## config.mk

```make
export PLATFORM = sky130hd
export DESIGN_NAME = reg_file_sb
export DESIGN_NICKNAME = d
export VERILOG_FILES = /design/src/rtl/reg_file_sb.sv
export SDC_FILE = /design/constraint.sdc
export NUM_CORES = 1
export LEC_CHECK = 0
export CAP_MARGIN = 15
export CELL_PAD_IN_SITES_DETAIL_PLACEMENT = 1
export CELL_PAD_IN_SITES_GLOBAL_PLACEMENT = 1
export CORE_ASPECT_RATIO = 0.5
export CORE_MARGIN = 2
export CORE_UTILIZATION = 50
export DETAILED_ROUTE_END_ITERATION = 10
export PLACE_DENSITY_LB_ADDON = 0.1
export SYNTH_ARGS = -nofsm -noshare
export SYNTH_HDL_FRONTEND = slang
export SYNTH_SLANG_ARGS = --single-unit
export TNS_END_PERCENT = 5
```

## constraint.sdc

```tcl
create_clock -name Clk -period 2.8 [get_ports Clk]
set_input_delay 0.42 -clock Clk [delete_from_list [all_inputs] [get_ports Clk]]
set_output_delay 0.42 -clock Clk [all_outputs]
set_load 0.03 [all_outputs]
```

## src/rtl/reg_file_sb.sv

```systemverilog
// Register file with a per-register busy scoreboard, a power-up clearing sweep,
// and same-cycle write bypass on both read ports.
module reg_file_sb #(
  parameter int WIDTH = 16,
  parameter int DEPTH = 8,
  parameter int AW    = $clog2(DEPTH)
) (
  input  logic             Clk,
  input  logic             Reset,
  input  logic             wr_en,
  input  logic [AW-1:0]    wr_addr,
  input  logic [WIDTH-1:0] wr_data,
  input  logic             rsv_en,
  input  logic [AW-1:0]    rsv_addr,
  input  logic [AW-1:0]    rd_addr1,
  input  logic [AW-1:0]    rd_addr2,
  output logic [WIDTH-1:0] rd_data1,
  output logic [WIDTH-1:0] rd_data2,
  output logic             busy1,
  output logic             busy2,
  output logic             ready
);

  typedef enum logic {INIT, RUN} state_t;

  state_t           state_q, state_d;
  logic [AW-1:0]    idx_q, idx_d;
  logic [WIDTH-1:0] regs [DEPTH];
  logic [DEPTH-1:0] busy;
  logic             in_run;

  assign in_run = (state_q == RUN);

  // NOTE: sequential state uses non-blocking assignments so every flop samples pre-edge values.
  always_ff @(posedge Clk) begin
    if (Reset) begin
      state_q <= INIT;
      idx_q   <= '0;
    end else begin
      state_q <= state_d;
      idx_q   <= idx_d;
    end
  end

  // NOTE: every variable gets a default first so no latch is inferred.
  always_comb begin
    state_d = state_q;
    idx_d   = idx_q;
    if (state_q == INIT) begin
      idx_d = idx_q + AW'(1);
      if (idx_q == AW'(DEPTH - 1)) state_d = RUN;
    end
  end

  // NOTE: the array and busy bits have no reset term; the INIT sweep clears them one entry per cycle.
  always_ff @(posedge Clk) begin
    if (!Reset) begin
      if (!in_run) begin
        regs[idx_q] <= '0;
        busy[idx_q] <= 1'b0;
      end else begin
        if (wr_en) begin
          regs[wr_addr] <= wr_data;
          busy[wr_addr] <= 1'b0;
        end
        // Ordered after the write so a same-address reserve leaves the register busy.
        if (rsv_en) busy[rsv_addr] <= 1'b1;
      end
    end
  end

  logic hit1, hit2;
  assign hit1 = in_run && wr_en && (wr_addr == rd_addr1);
  assign hit2 = in_run && wr_en && (wr_addr == rd_addr2);

  assign rd_data1 = hit1 ? wr_data : regs[rd_addr1];
  assign rd_data2 = hit2 ? wr_data : regs[rd_addr2];

  // During the sweep every register is reported unavailable.
  assign busy1 = in_run ? (busy[rd_addr1] && !hit1) : 1'b1;
  assign busy2 = in_run ? (busy[rd_addr2] && !hit2) : 1'b1;

  assign ready = in_run;

endmodule

```

* After elaboration in Yosys (flattened, before gate mapping)
Memories as Yosys holds them, arrays and structs flattened.
Index checks and enable logic that the tools add are counted.
** Word-level totals
- Output and inout port bits :: 35
- Memory bits (writable) :: 128
- Memories :: 1
- Register bits :: 12
** Cells by class
- Equality and inequality tests :: 3
- $add $sub $neg :: 1
- Bitwise gates (word level) :: 5
- Reduce and logical (&&, ||, !) cells :: 11
- Magnitude comparators :: 8
- Multiplexer cells :: 31
** Memory list
- regs :: depth 8, width 16, rd ports 2, clocked after memory_dff 0, wr ports 1, RTL line 28 : logic [WIDTH-1:0] regs [DEPTH];
** Operators with widths (number)
- 16-bit two-way mux :: 3
- 8-bit two-way mux :: 5
- 3-bit by 4-bit < comparator with 1-bit output (second input constant) :: 5
- 1-bit two-way mux :: 17
- 8-bit bitwise AND :: 2
- 8-bit NOT :: 2
- 16-bit OR reduction :: 1
- 1-bit demux with 3-bit select :: 3
- 3-bit by 1-bit >= comparator with 1-bit output (second input constant) :: 3
- 1-bit logical AND :: 8
- 8-bit OR :: 1
- 1-bit binary-select mux with 3-bit select :: 2
- 3-bit == test :: 2
- 3-bit by 1-bit adder with 3-bit output (second input constant) :: 1
- 3-bit == test (second input constant) :: 1
- 3-bit two-way mux :: 1
- 1-bit logical NOT :: 2

* Logic depth before layout (Yosys ltp)
Gate-level depths: netlist of run 1.
- Depth after elaboration :: 12
- Depth in mapped cells :: 6
- Mapped depth without buffers :: 4

* Worst setup path before layout of run 1
No wires, ideal clock.
- Path type :: register to register
- Start point :: reg state_q (netlist: ready)
- End point :: mem regs[2][0], enable pin
- Data required time :: 2.412 ns
- Path slack :: 0.134 ns
- Data arrival time :: 2.278 ns
- Library setup time :: 0.388 ns
- Clock period less this slack :: 2.666 ns
- Cell stages (with the launch flop) :: 6
- Buffers on the path :: 2
- Cell sequence :: dfxtp_1 -> clkbuf_1 -> and3b_1 -> clkbuf_1 -> mux2_2 -> nor2_1
** On the way
- Word-level cells in the longest chain between the ends :: 5
- Elaborated cells between the ends (all ways) :: 9
- Classes of those cells :: mux (8); reduce/logical (1)
** Ends and longest elaborated chain
- start: declaration :: RTL line 26 : state_t state_q, state_d;
- start signal: assignment :: RTL line 40 : state_q <= state_d;
- 1-bit two-way mux :: RTL line 58 : if (!in_run) begin
- 1-bit two-way mux :: RTL line 57 : if (!Reset) begin
- 1-bit two-way mux (not written as such) :: RTL line 63 : regs[wr_addr] <= wr_data;
- 16-bit OR reduction (no line)
- 3-bit two-way mux (no line) or 1-bit two-way mux (tied branches)
- end: declaration :: RTL line 28
Parallel ways exist; a longest one is shown, timed or not.

* Worst setup path after layout of run 1
- Start point :: in rd_addr2[2]
- End point :: out rd_data2[14]
** On the way
- Word-level cells in the longest chain between the ends :: 3
- Elaborated cells between the ends (all ways) :: 4
- Classes of those cells :: eq/ne (1); mux (1); reduce/logical (1); memory (1)
** Ends and longest elaborated chain
- start: declaration :: RTL line 16 : input logic [AW-1:0] rd_addr2,
- branches (longest 2 deep; another with memory 8 x 16 bit)
- 16-bit two-way mux (*) :: RTL line 77 : assign rd_data2 = hit2 ? wr_data : regs[rd_addr2];
- end: declaration :: RTL line 18 : output logic [WIDTH-1:0] rd_data2,
Every way passes the cells marked *.

==> results of run 1 <==
-- registers in the layout (all words and copies together) (netlist names) --
| signal | count |
|---|---|
| idx_q | 3 |
| regs | 128 |
| ready | 1 |
| busy | 8 |
-- layer usage --
layer | share of wire (%) | GRT usage [%] | wire, um | up-vias
li1 | - | - | - | 1960
met1 | 42 | 35.4 | 8750 | 2423
met2 | 51 | 44.3 | 10500 | 191
met3 | 5.5 | 5.81 | 1140 | 26
met4 | 1.2 | 8.40 | 257 | 0
met5 | 0 | 0 | 0 | -
-- stage by stage --
step	setup WS, ns	setup TNS [ns]	hold slack, ns
2_1_floorplan	0.134	0	0.568
3_3_place_gp	-0.242	-4.30	0.580
3_5_place_dp	-0.371	-6.17	0.617
4_1_cts	-0.0486	-0.0505	0.625
5_1_grt	0.0196	0	0.676
6_report	0.0252	0	0.621
-- layout by cell type (no fill, tap or decap), types with 3 or more instances in the layout --
cell,count
sky130_fd_sc_hd__and2_1,17
sky130_fd_sc_hd__buf_12,8
sky130_fd_sc_hd__buf_4,63
sky130_fd_sc_hd__bufinv_16,3
sky130_fd_sc_hd__clkbuf_16,18
sky130_fd_sc_hd__clkdlybuf4s15_1,4
sky130_fd_sc_hd__clkdlybuf4s15_2,13
sky130_fd_sc_hd__clkdlybuf4s50_1,28
sky130_fd_sc_hd__dfxtp_1,4
sky130_fd_sc_hd__dlygate4sd2_1,5
sky130_fd_sc_hd__edfxtp_1,136
sky130_fd_sc_hd__inv_1,3
sky130_fd_sc_hd__inv_6,5
sky130_fd_sc_hd__mux2_2,59
sky130_fd_sc_hd__mux2_4,10
sky130_fd_sc_hd__mux2i_1,3
sky130_fd_sc_hd__mux4_1,64
sky130_fd_sc_hd__mux4_2,4
sky130_fd_sc_hd__nand2_1,3
sky130_fd_sc_hd__nand2b_1,7
sky130_fd_sc_hd__nand3_1,5
sky130_fd_sc_hd__nor2_1,17
sky130_fd_sc_hd__o21ai_0,3
sky130_fd_sc_hd__o31ai_1,4
sky130_fd_sc_hd__o32ai_1,3
sky130_fd_sc_hd__xnor2_1,5
-- worst min-delay path by stage --
stage | start | slack, ns | end | cells past startpoint
global route | idx_q[0]$_SDFFE_PP0N_ | 0.68 | idx_q[0]$_SDFFE_PP0N_ | 2
finish | idx_q[0]$_SDFFE_PP0N_ | 0.62 | idx_q[0]$_SDFFE_PP0N_ | 2
global placement | idx_q[0]$_SDFFE_PP0N_ | 0.58 | idx_q[0]$_SDFFE_PP0N_ | 2
CTS | idx_q[0]$_SDFFE_PP0N_ | 0.62 | idx_q[0]$_SDFFE_PP0N_ | 2
detailed placement | idx_q[0]$_SDFFE_PP0N_ | 0.62 | idx_q[0]$_SDFFE_PP0N_ | 2
floorplan | idx_q[1]$_SDFFE_PP0N_ | 0.57 | idx_q[1]$_SDFFE_PP0N_ | 3
-- worst register-to-register path, cell delays in order, from the launching register on --
cell and delay (ns):
sky130_fd_sc_hd__dfxtp_1 0.33, sky130_fd_sc_hd__buf_4 0.23, sky130_fd_sc_hd__and3b_1 0.50, sky130_fd_sc_hd__mux2_2 0.43, sky130_fd_sc_hd__nor2_1 0.22, sky130_fd_sc_hd__buf_4 0.28
-- area by class of cell --
cell class | instances | share of cell area (%)
well taps | 198 | 2.63
clock buffers | 18 | 4.56
inverters | 3 | 0.120
flip-flops and latches | 140 | 44.3
clock inverters | 13 | 1.92
repair buffers | 125 | 12.7
multi-input cells | 228 | 33.8
-- what timing repair did --
item                       CTS  global route
gates resized for setup     53             1
pin swaps                    0             0
cloned                       0             1
setup endpoints to repair   22            12
-- cells in the mapped netlist (2+ instances only) --
cell type                  count  area [um^2]
sky130_fd_sc_hd__nor2b_1       2         12.5
sky130_fd_sc_hd__dfxtp_1       4         80.1
sky130_fd_sc_hd__nor2_1       17         63.8
sky130_fd_sc_hd__clkbuf_1     19         71.3
sky130_fd_sc_hd__a22oi_1       2         15.0
sky130_fd_sc_hd__nand2_1       3         11.3
sky130_fd_sc_hd__buf_6        11          124
sky130_fd_sc_hd__nand3_1       5         25.0
sky130_fd_sc_hd__mux4_1       64         1680
sky130_fd_sc_hd__o21ai_0       3         15.0
sky130_fd_sc_hd__xnor2_1       6         52.6
sky130_fd_sc_hd__mux2_2       59          664
sky130_fd_sc_hd__and2_1       17          106
sky130_fd_sc_hd__nand4_1       2         12.5
sky130_fd_sc_hd__mux4_2        4         90.1
sky130_fd_sc_hd__ha_1          2         25.0
sky130_fd_sc_hd__o32ai_1       3         26.3
sky130_fd_sc_hd__edfxtp_1    136         4080
sky130_fd_sc_hd__nand2b_1      7         43.8
sky130_fd_sc_hd__mux2i_1       3         30.0
sky130_fd_sc_hd__o31ai_1       4         30.0
sky130_fd_sc_hd__buf_2         2         10.0
sky130_fd_sc_hd__mux2_4       10          150
sky130_fd_sc_hd__nand3b_1      2         15.0
sky130_fd_sc_hd__a21bo_2       2         20.0
sky130_fd_sc_hd__a32oi_1       2         17.5
sky130_fd_sc_hd__inv_1         3         11.3
sky130_fd_sc_hd__a21o_1        2         15.0
-- power groups by stage --
stage               sequential (mW)  clock, mW  combinational [mW]
global route                   2.39       2.50               0.769
global placement               2.41          0               0.703
finish                         2.38       2.40               0.730
CTS                            2.38       2.41               0.728
detailed placement             2.43          0               0.730
floorplan                      2.40          0               0.459
-- cells by family (layout without fill, tap and decap cells) --
kind of cell / Yosys count / in the layout
buffers and inverters: 35 / 159
xor gates and xnor gates: 6 / 6
and+or+nand+nor: 59 / 59
adders and majority gates: 2 / 2
AOI/OAI and AO/OA: 21 / 21
muxes: 140 / 140
DFF: 140 / 140
==> impl_metrics.ini, run 1 <==
[routing]
wire_length_reported_by_the_detailed_router_um = 20700
first_iter_violations = 372
drc = 0
postRouteAntennaNets = 0
routed_via_density = 6.34
num_vias = 4600
routedWlPerCell_um = 28.5
detail_route.first_pass.iterations = 4

[layout]
multiInputGateArea_um2 = 3180
layout.nets = 549
drive_gt1_share_pct = 36.8
final_cell_area_um2 = 9400
instances_no_fill = 725
fin_util_pct = 64.3
nFillCells = 1236
regArea_um2 = 4160
antenna_cells_inserted = 0
areaGrowthSynthToFinish_pct = 24.5

[yosys]
synth-compound-area-share_pct = 2.14
synth.cell_area_um2 = 7550
synth_top_family_by_area = multiplexers
synth_enable_flop_cells = 136
synthFlopType = sky130_fd_sc_hd__edfxtp_1
asyncSetResetFlopFracSynth_pct = 0
yosysWarnings = 0
synthMuxAreaShare_pct = 34.6
netlist_instances = 403
synth_simple_gate_area_share_pct = 4.19
syn-num-nets = 437
post_synth_fa_ha_maj_area_fraction_pct = 0.331
synthXorXnorAreaFrac_pct = 0.696
syn_avg_cell_area_um2 = 18.7
synth-seq-area-share_pct = 55.1
yosys_register_bits = 140
ys_types = 35

[floorplanning]
starting_utilization_of_the_core_area_pct = 51.6
design.portCount = 67
core-area_um2 = 14600
design.die.area_um2 = 16200
die_y_um = 90.9
die_width_um = 178
floorplan.rows = 31

[pwr]
switchingPower_mw = 1.38
comb_power_share_pct = 13.2
power_switching_share_pct = 25.0
vdd.ir_drop.worst_mv = 0.519
p_leak_nw = 3.52
intPower_mw = 4.14
power_density_nw_per_um2 = 587
overall_power_after_layout_mw = 5.52
clkPwrFrac_pct = 43.6
power.share.sequential_pct = 43.2

[critical_path]
wp_data_arrival_ns = 2.35
worstPathCellList = clkdlybuf4s50_1 > xnor2_1 > nand4_1 > buf_12 > mux2_4 > clkdlybuf4s15_2
worst-path-stages = 6
timing.critical_path.to = rd_data2[14]
worst_path_max_delay_cell = sky130_fd_sc_hd__clkdlybuf4s50_1
maximum_fanout_along_the_worst_path = 14
crit_buf_inv = 3
worst_setup_path_start_kind = input port
reg2regPathDepth = 5
worstSetupEndpointType = output port
worst-endpoint-required_ns = 2.38
timing.rr.start = ready$_SDFF_PP0_
max_stage_delay_ns = 0.54
timing.reg2reg.setup_slack_ns = 0.51
critical_path.top_delay_family = buffers and inverters
critPathLaunch = rd_addr2[2]
regToRegEndpoint = regs[7][9]$_DFFE_PP_
timing_worst_setup_path_type = input port to output port

[timing]
report.final.hold_viol_count = 0
grt_setup_unrepaired = false
final_max_slew_viol_count = 0
transition_time_of_the_tightest_slew_check_pin_ns = 0.499
skew_ns = 0.0127
timing.final.crit_share_pct = 99.1
slew_headroom_pct = 66.7
fmaxAchievable_ghz = 0.360
setup_viol = 0
finalCriticalPeriod_ns = 2.77

[placed_design]
hpwlAfterDp_um = 13800
gp_routability_congestion = 0.898
dp.cells = 693
placedInstanceArea_um2 = 8750
placement.io_buffers = 66

[clock_network]
cts-root-to-sink-buffers = 2
h-tree-depth = 4
clk_pin_slew_ns = 0.06
holdBufCountCts = 0
cts_setup_buffers = 0
worstSkewPairLatency_ns = 0.42
cts_tree = built
clk_root_buffer_cell = sky130_fd_sc_hd__clkbuf_16
numClockSinks = 140
tritoncts.num_buffers = 17

[global_route]
antenna_found_initial = 0
globalRouteOverflowTotal = 0
grt_pass1_wl_um = 30700
via_count_of_the_first_global_routing_pass = 5035
grt_start_max_net_pins = 30
grt_usage_pct = 26.7

[outcome]
outcome = complete, no violations

[hold_path]
holdCritPathClass = flip-flop to flip-flop

[run]
maxCapViolCount = 0
Note: power is estimated with default switching activity, not from simulation.
==> run 2: changes to the inputs <==
--- a/config.mk
+++ b/config.mk
@@ -13,6 +13,7 @@
 export CORE_UTILIZATION = 50
 export DETAILED_ROUTE_END_ITERATION = 10
 export PLACE_DENSITY_LB_ADDON = 0.1
+export RECOVER_POWER = 50
 export SYNTH_ARGS = -nofsm -noshare
 export SYNTH_HDL_FRONTEND = slang
 export SYNTH_SLANG_ARGS = --single-unit
==> run 2 against run 1 <==
Compared with the run above:
- combinational power barely moved
- cell count did not move
- register-to-register slack barely moved
- flip-flop and latch count did not move
- worst setup slack improved by 0.0056 ns
- critical path depth did not move
- sequential share of layout area rose by 0.089 points
- global-route usage did not move
==> impl_metrics.ini, run 2 (synthesis results as in run 1) <==
[outcome]
outcome = complete, no violations

[floorplanning]
starting_utilization_of_the_core_area_pct = 51.6
die_width_um = 178
die_y_um = 90.9
floorplan.rows = 31
design.portCount = 67
design.die.area_um2 = 16200
core-area_um2 = 14600

[layout]
largest_register_ffs = 128
layout_top_registers = regs (128), busy (8), idx_q (3)
layout.nets = 549
areaGrowthSynthToFinish_pct = 24.3
antenna_cells_inserted = 0
layout_commonest_cell = sky130_fd_sc_hd__edfxtp_1
largest-register = regs
drive_gt1_share_pct = 35.9
most-common-layout-cells = 136 x sky130_fd_sc_hd__edfxtp_1, 64 x sky130_fd_sc_hd__mux4_1, 59 x sky130_fd_sc_hd__mux2_2, 57 x sky130_fd_sc_hd__buf_4, 27 x sky130_fd_sc_hd__clkdlybuf4s50_1

[timing]
fmaxAchievable_ghz = 0.361
setup_viol = 0
layout_setup_ws_ns = 0.0308
skew_ns = 0.0123
report.final.hold_viol_count = 0
final_max_slew_viol_count = 0
slew_headroom_pct = 57.2
finalCriticalPeriod_ns = 2.77
transition_time_of_the_tightest_slew_check_pin_ns = 0.641
timing.final.crit_share_pct = 98.9
grt_setup_unrepaired = false

[global_route]
globalRouteOverflowTotal = 0
via_count_of_the_first_global_routing_pass = 5035
grt_pass1_wl_um = 30700
grt_usage_pct = 26.7
grt_start_max_net_pins = 30
antenna_found_initial = 0

[routing]
routedWlPerCell_um = 28.5
first_iter_violations = 385
wire_length_reported_by_the_detailed_router_um = 20700
routed_via_density = 6.34
detail_route.first_pass.iterations = 5
drc = 0
postRouteAntennaNets = 0
num_vias = 4594

[hold_path]
min_delay_worst_endpoint = idx_q[0]$_SDFFE_PP0N_
holdCritPathClass = flip-flop to flip-flop
worstHoldPathCells = 2
worstHoldStart = idx_q[0]$_SDFFE_PP0N_

[clock_network]
clk_root_buffer_cell = sky130_fd_sc_hd__clkbuf_16
numClockSinks = 140
cts_setup_buffers = 0
cts-root-to-sink-buffers = 2
cts_tree = built
holdBufCountCts = 0
worstSkewPairLatency_ns = 0.42
clk_pin_slew_ns = 0.06
h-tree-depth = 4
tritoncts.num_buffers = 17

[critical_path]
crit_buf_inv = 3
worst-path-stages = 6
timing.reg2reg.setup_slack_ns = 0.51
worstSetupEndpointType = output port
wp_data_arrival_ns = 2.35
worst_setup_path_start_kind = input port
worst_path_max_delay_cell = sky130_fd_sc_hd__clkdlybuf4s50_1
reg2regPathDepth = 5
critical_path.top_delay_family = buffers and inverters
worst-endpoint-required_ns = 2.38
regToRegEndpoint = regs[7][9]$_DFFE_PP_
timing_worst_setup_path_type = input port to output port
critPathLaunch = rd_addr2[2]
max_stage_delay_ns = 0.55
timing.rr.start = ready$_SDFF_PP0_
worstPathCellList = clkdlybuf4s50_1 > xnor2_1 > nand4_1 > buf_12 > mux2_4 > clkdlybuf4s15_2
maximum_fanout_along_the_worst_path = 14

[pwr]
overall_power_after_layout_mw = 5.51
vdd.ir_drop.worst_mv = 0.517
p_leak_nw = 3.48
power_density_nw_per_um2 = 587

[placed_design]
gp_routability_congestion = 0.898
placement.io_buffers = 66
place_ws_ns = -0.371
hpwlAfterDp_um = 13800

[run]
maxCapViolCount = 0
-- run 2: what timing repair did --
action	CTS	global route
setup endpoints to repair	22	12
cloned	0	1
gates resized for setup	53	1
pin swaps	0	0
-- run 2: layout make-up --
cell class,count,area [um^2]
Tap cell,198,248
Clock buffer,18,429
Fill cell,1238,5240
Timing Repair Buffer,125,1170
Multi-Input combinational cell,228,3180
Sequential cell,140,4160
Clock inverter,13,180
Inverter,3,11.3
-- run 2: how the worst max path moves through the flow --
stage                                      end  slack [ns]
after detailed placement          rd_data2[14]       -0.37
after global routing              rd_data2[14]        0.02
after global placement            rd_data2[14]       -0.24
after floorplan           regs[2][0]$_DFFE_PP_        0.13
final                             rd_data2[14]        0.03
after CTS                          rd_data1[7]       -0.05
-- run 2: power breakdown --
| part | internal, mW | switching [mW] | total [mW] |
|---|---|---|---|
| logic | 0.369 | 0.359 | 0.728 |
| registers | 2.34 | 0.0419 | 2.38 |
| clock network | 1.43 | 0.972 | 2.40 |
-- run 2: layer usage --
metal	routed length [um]	global-route usage, %	vias to the layer above
met5	0	0	-
met4	248	8.40	0
met3	1020	5.81	24
met2	10500	44.3	161
met1	8920	35.4	2447
li1	-	-	1962
-- run 2: tightest hold or removal path, cell delays in order, from the launching register on --
cell and delay (ns):
sky130_fd_sc_hd__dfxtp_1 0.41, sky130_fd_sc_hd__nand2_1 0.11, sky130_fd_sc_hd__a21oi_1 0.05
-- run 2: stage by stage --
stage	setup TNS (ns)	hold WS [ns]	area (um^2)	utilization, %	cells
after floorplan	0	0.568	7550	-	403
after global placement	-4.30	0.580	8750	59.8	693
after detailed placement	-6.17	0.617	8750	59.8	693
after CTS	-0.0505	0.625	9380	64.1	724
after global routing	0	0.678	9380	64.2	725
final	0	0.624	9380	64.2	725
==> run 3: changes to the inputs <==
--- a/config.mk
+++ b/config.mk
@@ -10,10 +10,10 @@
 export CELL_PAD_IN_SITES_GLOBAL_PLACEMENT = 1
 export CORE_ASPECT_RATIO = 0.5
 export CORE_MARGIN = 2
-export CORE_UTILIZATION = 50
+export CORE_UTILIZATION = 44
 export DETAILED_ROUTE_END_ITERATION = 10
 export PLACE_DENSITY_LB_ADDON = 0.1
-export RECOVER_POWER = 50
+export RECOVER_POWER = 100
 export SYNTH_ARGS = -nofsm -noshare
 export SYNTH_HDL_FRONTEND = slang
 export SYNTH_SLANG_ARGS = --single-unit
==> run 3 against run 2 <==
Compared with the run above:
- the flow now finishes with violations (negative setup slack)
- clock power down 10%
- clock-buffer cell count down 1
- register-to-register slack worse by 0.38 ns
- sequential power about the same
- clock skew down 0.0040 ns
- cell area down 1.8%
- routed wire length down 3.4%
- combinational power down 4.4%
- cell count up 3.7%
- sequential share of layout area up 0.82 points
- worst hold slack worse by 0.0075 ns
- critical path depth unchanged
- critical path type unchanged
- largest cell class unchanged
- highest routed layer unchanged
==> impl_metrics.ini, run 3 (synthesis results as in run 1) <==
[timing]
timing.setup.tns_ns = -0.00897
finalCriticalPeriod_ns = 2.81
hold-worst-slack_ns = 0.616
timing.final.crit_share_pct = 100
fmaxAchievable_ghz = 0.356
layout_setup_ws_ns = -0.00897
report.final.hold_viol_count = 0
skew_ns = 0.00824
grt_setup_unrepaired = true
final_max_slew_viol_count = 0
transition_time_of_the_tightest_slew_check_pin_ns = 0.823
slew_headroom_pct = 45.1
setup_viol = 1

[layout]
final_cell_area_um2 = 9210
layout_commonest_cell = sky130_fd_sc_hd__edfxtp_1
antenna_cells_inserted = 0
largest-register = regs
nFillCells = 1524
fin_util_pct = 55.5
drive_gt1_share_pct = 34.1
layout.nets = 546
layout_top_registers = regs (128), busy (8), idx_q (3)
areaGrowthSynthToFinish_pct = 22.0
largest_register_ffs = 128
most-common-layout-cells = 136 x sky130_fd_sc_hd__edfxtp_1, 63 x sky130_fd_sc_hd__mux4_1, 54 x sky130_fd_sc_hd__mux2_2, 40 x sky130_fd_sc_hd__buf_4, 26 x sky130_fd_sc_hd__clkdlybuf4s50_1

[critical_path]
worstSetupEndpointType = output port
wp_data_arrival_ns = 2.39
critPathLaunch = rd_addr1[1]
path_common_cell = sky130_fd_sc_hd__mux2_2
maximum_fanout_along_the_worst_path = 24
worst_setup_path_start_kind = input port
worst-endpoint-required_ns = 2.38
timing.rr.start = ready$_SDFF_PP0_
worst_path_max_delay_cell = sky130_fd_sc_hd__clkdlybuf4s50_1
max_stage_delay_ns = 0.50
critical_path.top_delay_family = buffers and inverters
timing_worst_setup_path_type = input port to output port
crit_buf_inv = 3
worstPathCellList = clkdlybuf4s50_1 > buf_12 > mux4_2 > mux2_2 > mux2_2 > dlygate4sd2_1

[clock_network]
numClockSinks = 140
clk_root_buffer_cell = sky130_fd_sc_hd__clkbuf_16
cts_tree = built
clk_pin_slew_ns = 0.06
h-tree-depth = 4
holdBufCountCts = 0
cts-root-to-sink-buffers = 2
worstSkewPairLatency_ns = 0.42
tritoncts.num_buffers = 17

[pwr]
comb_power_share_pct = 13.3
vdd.ir_drop.worst_mv = 0.338
intPower_mw = 3.85
power_density_nw_per_um2 = 567
clkPwrFrac_pct = 41.1
power_switching_share_pct = 26.3
power.share.sequential_pct = 45.6
switchingPower_mw = 1.37
p_leak_nw = 3.41

[floorplanning]
core-area_um2 = 16600
starting_utilization_of_the_core_area_pct = 45.5
design.die.area_um2 = 18300
design.portCount = 67
die_width_um = 189
floorplan.rows = 33
die_y_um = 96.6

[outcome]
violations = negative setup slack
outcome = finished, violations left

[routing]
wire_length_reported_by_the_detailed_router_um = 20000
routed_wl_met2_um = 9690
routed_via_density = 6.06
first_iter_violations = 314
num_vias = 4558
drc = 0
detail_route.first_pass.iterations = 4
routedWlPerCell_um = 26.6
wl_met1_um = 8880
top_layer = met4
postRouteAntennaNets = 0
wl_met3_um = 1220

[hold_path]
worstHoldStart = idx_q[0]$_SDFFE_PP0N_
holdCritPathClass = flip-flop to flip-flop

[global_route]
globalRouteOverflowTotal = 0
via_count_of_the_first_global_routing_pass = 4836
grt_pass1_wl_um = 30100
grt_usage_pct = 22.5
antenna_found_initial = 0
grt_start_max_net_pins = 27

[placed_design]
gp_routability_congestion = 0.846
placement.io_buffers = 66
hpwlAfterDp_um = 13300
place_ws_ns = -0.396
placedInstanceArea_um2 = 8740

[run]
maxCapViolCount = 0
-- run 3: cell types whose count changed in the layout (fill, tap and decap cells not counted), moves of 3 or more --
cell,before,now
sky130_fd_sc_hd__buf_4,57,40
sky130_fd_sc_hd__clkdlybuf4s15_2,13,3
sky130_fd_sc_hd__mux2_2,59,54
sky130_fd_sc_hd__clkbuf_2,0,16
sky130_fd_sc_hd__bufinv_16,3,0
sky130_fd_sc_hd__buf_12,8,5
sky130_fd_sc_hd__mux2_1,0,5
sky130_fd_sc_hd__buf_2,2,7
-- run 3: final timing paths --
kind / end / slack [ns] / depth (start not counted)
hold / removal: idx_q[0]$_SDFFE_PP0N_ / 0.62 / 2
setup / recovery: rd_data1[13] / -0.009 / 6
hold reg to reg: idx_q[0]$_SDFFE_PP0N_ / 0.62 / 2
setup reg to reg: regs[6][4]$_DFFE_PP_ / 0.13 / 5
-- run 3: what timing repair did --
action / CTS / global route
setup endpoints to repair: 24 / 31
cloned: 0 / 1
resized for setup: 30 / 20
setup buffers: 1 / 1
pin swaps: 1 / 2
hold endpoints to repair: 0 / 0
-- run 3: worst register-to-register path, delay by kind of cell, from the launching register on --
kind	cells	cell delay, ns
and+or+nand+nor	2	0.65
DFF	1	0.33
muxes	1	0.40
buffers and inverters	2	0.96
-- run 3: per-layer routing --
metal / vias to the layer above / track usage, %
met4: 0 / 5.07
li1: 1953 / -
met2: 158 / 36.9
met3: 20 / 4.75
met5: - / 0
met1: 2427 / 31.1
-- run 3: final cells by class --
cell class / instances / area, um^2 / share of cell area [%]
clock buffer: 17 / 425 / 4.62
tap: 227 / 284 / 3.08
sequential: 140 / 4160 / 45.2
multi-input combinational: 228 / 3170 / 34.4
inverter: 3 / 11.3 / 0.122
timing repair buffer: 122 / 1030 / 11.1
clock inverter: 15 / 134 / 1.45
-- run 3: power groups by stage --
| stage | clock, mW | combinational, mW | sequential, mW |
|---|---|---|---|
| final | 2.15 | 0.696 | 2.38 |
| after global placement | 0 | 0.707 | 2.42 |
| after floorplan | 0 | 0.459 | 2.40 |
| after global routing | 2.25 | 0.739 | 2.39 |
| after CTS | 2.16 | 0.715 | 2.38 |
| after detailed placement | 0 | 0.726 | 2.43 |
-- run 3: through the flow --
step	power, mW	cells
floorplan	2.86	403
global placement	3.12	717
detailed placement	3.15	717
CTS	5.26	750
global route	5.38	752
finish	5.23	752
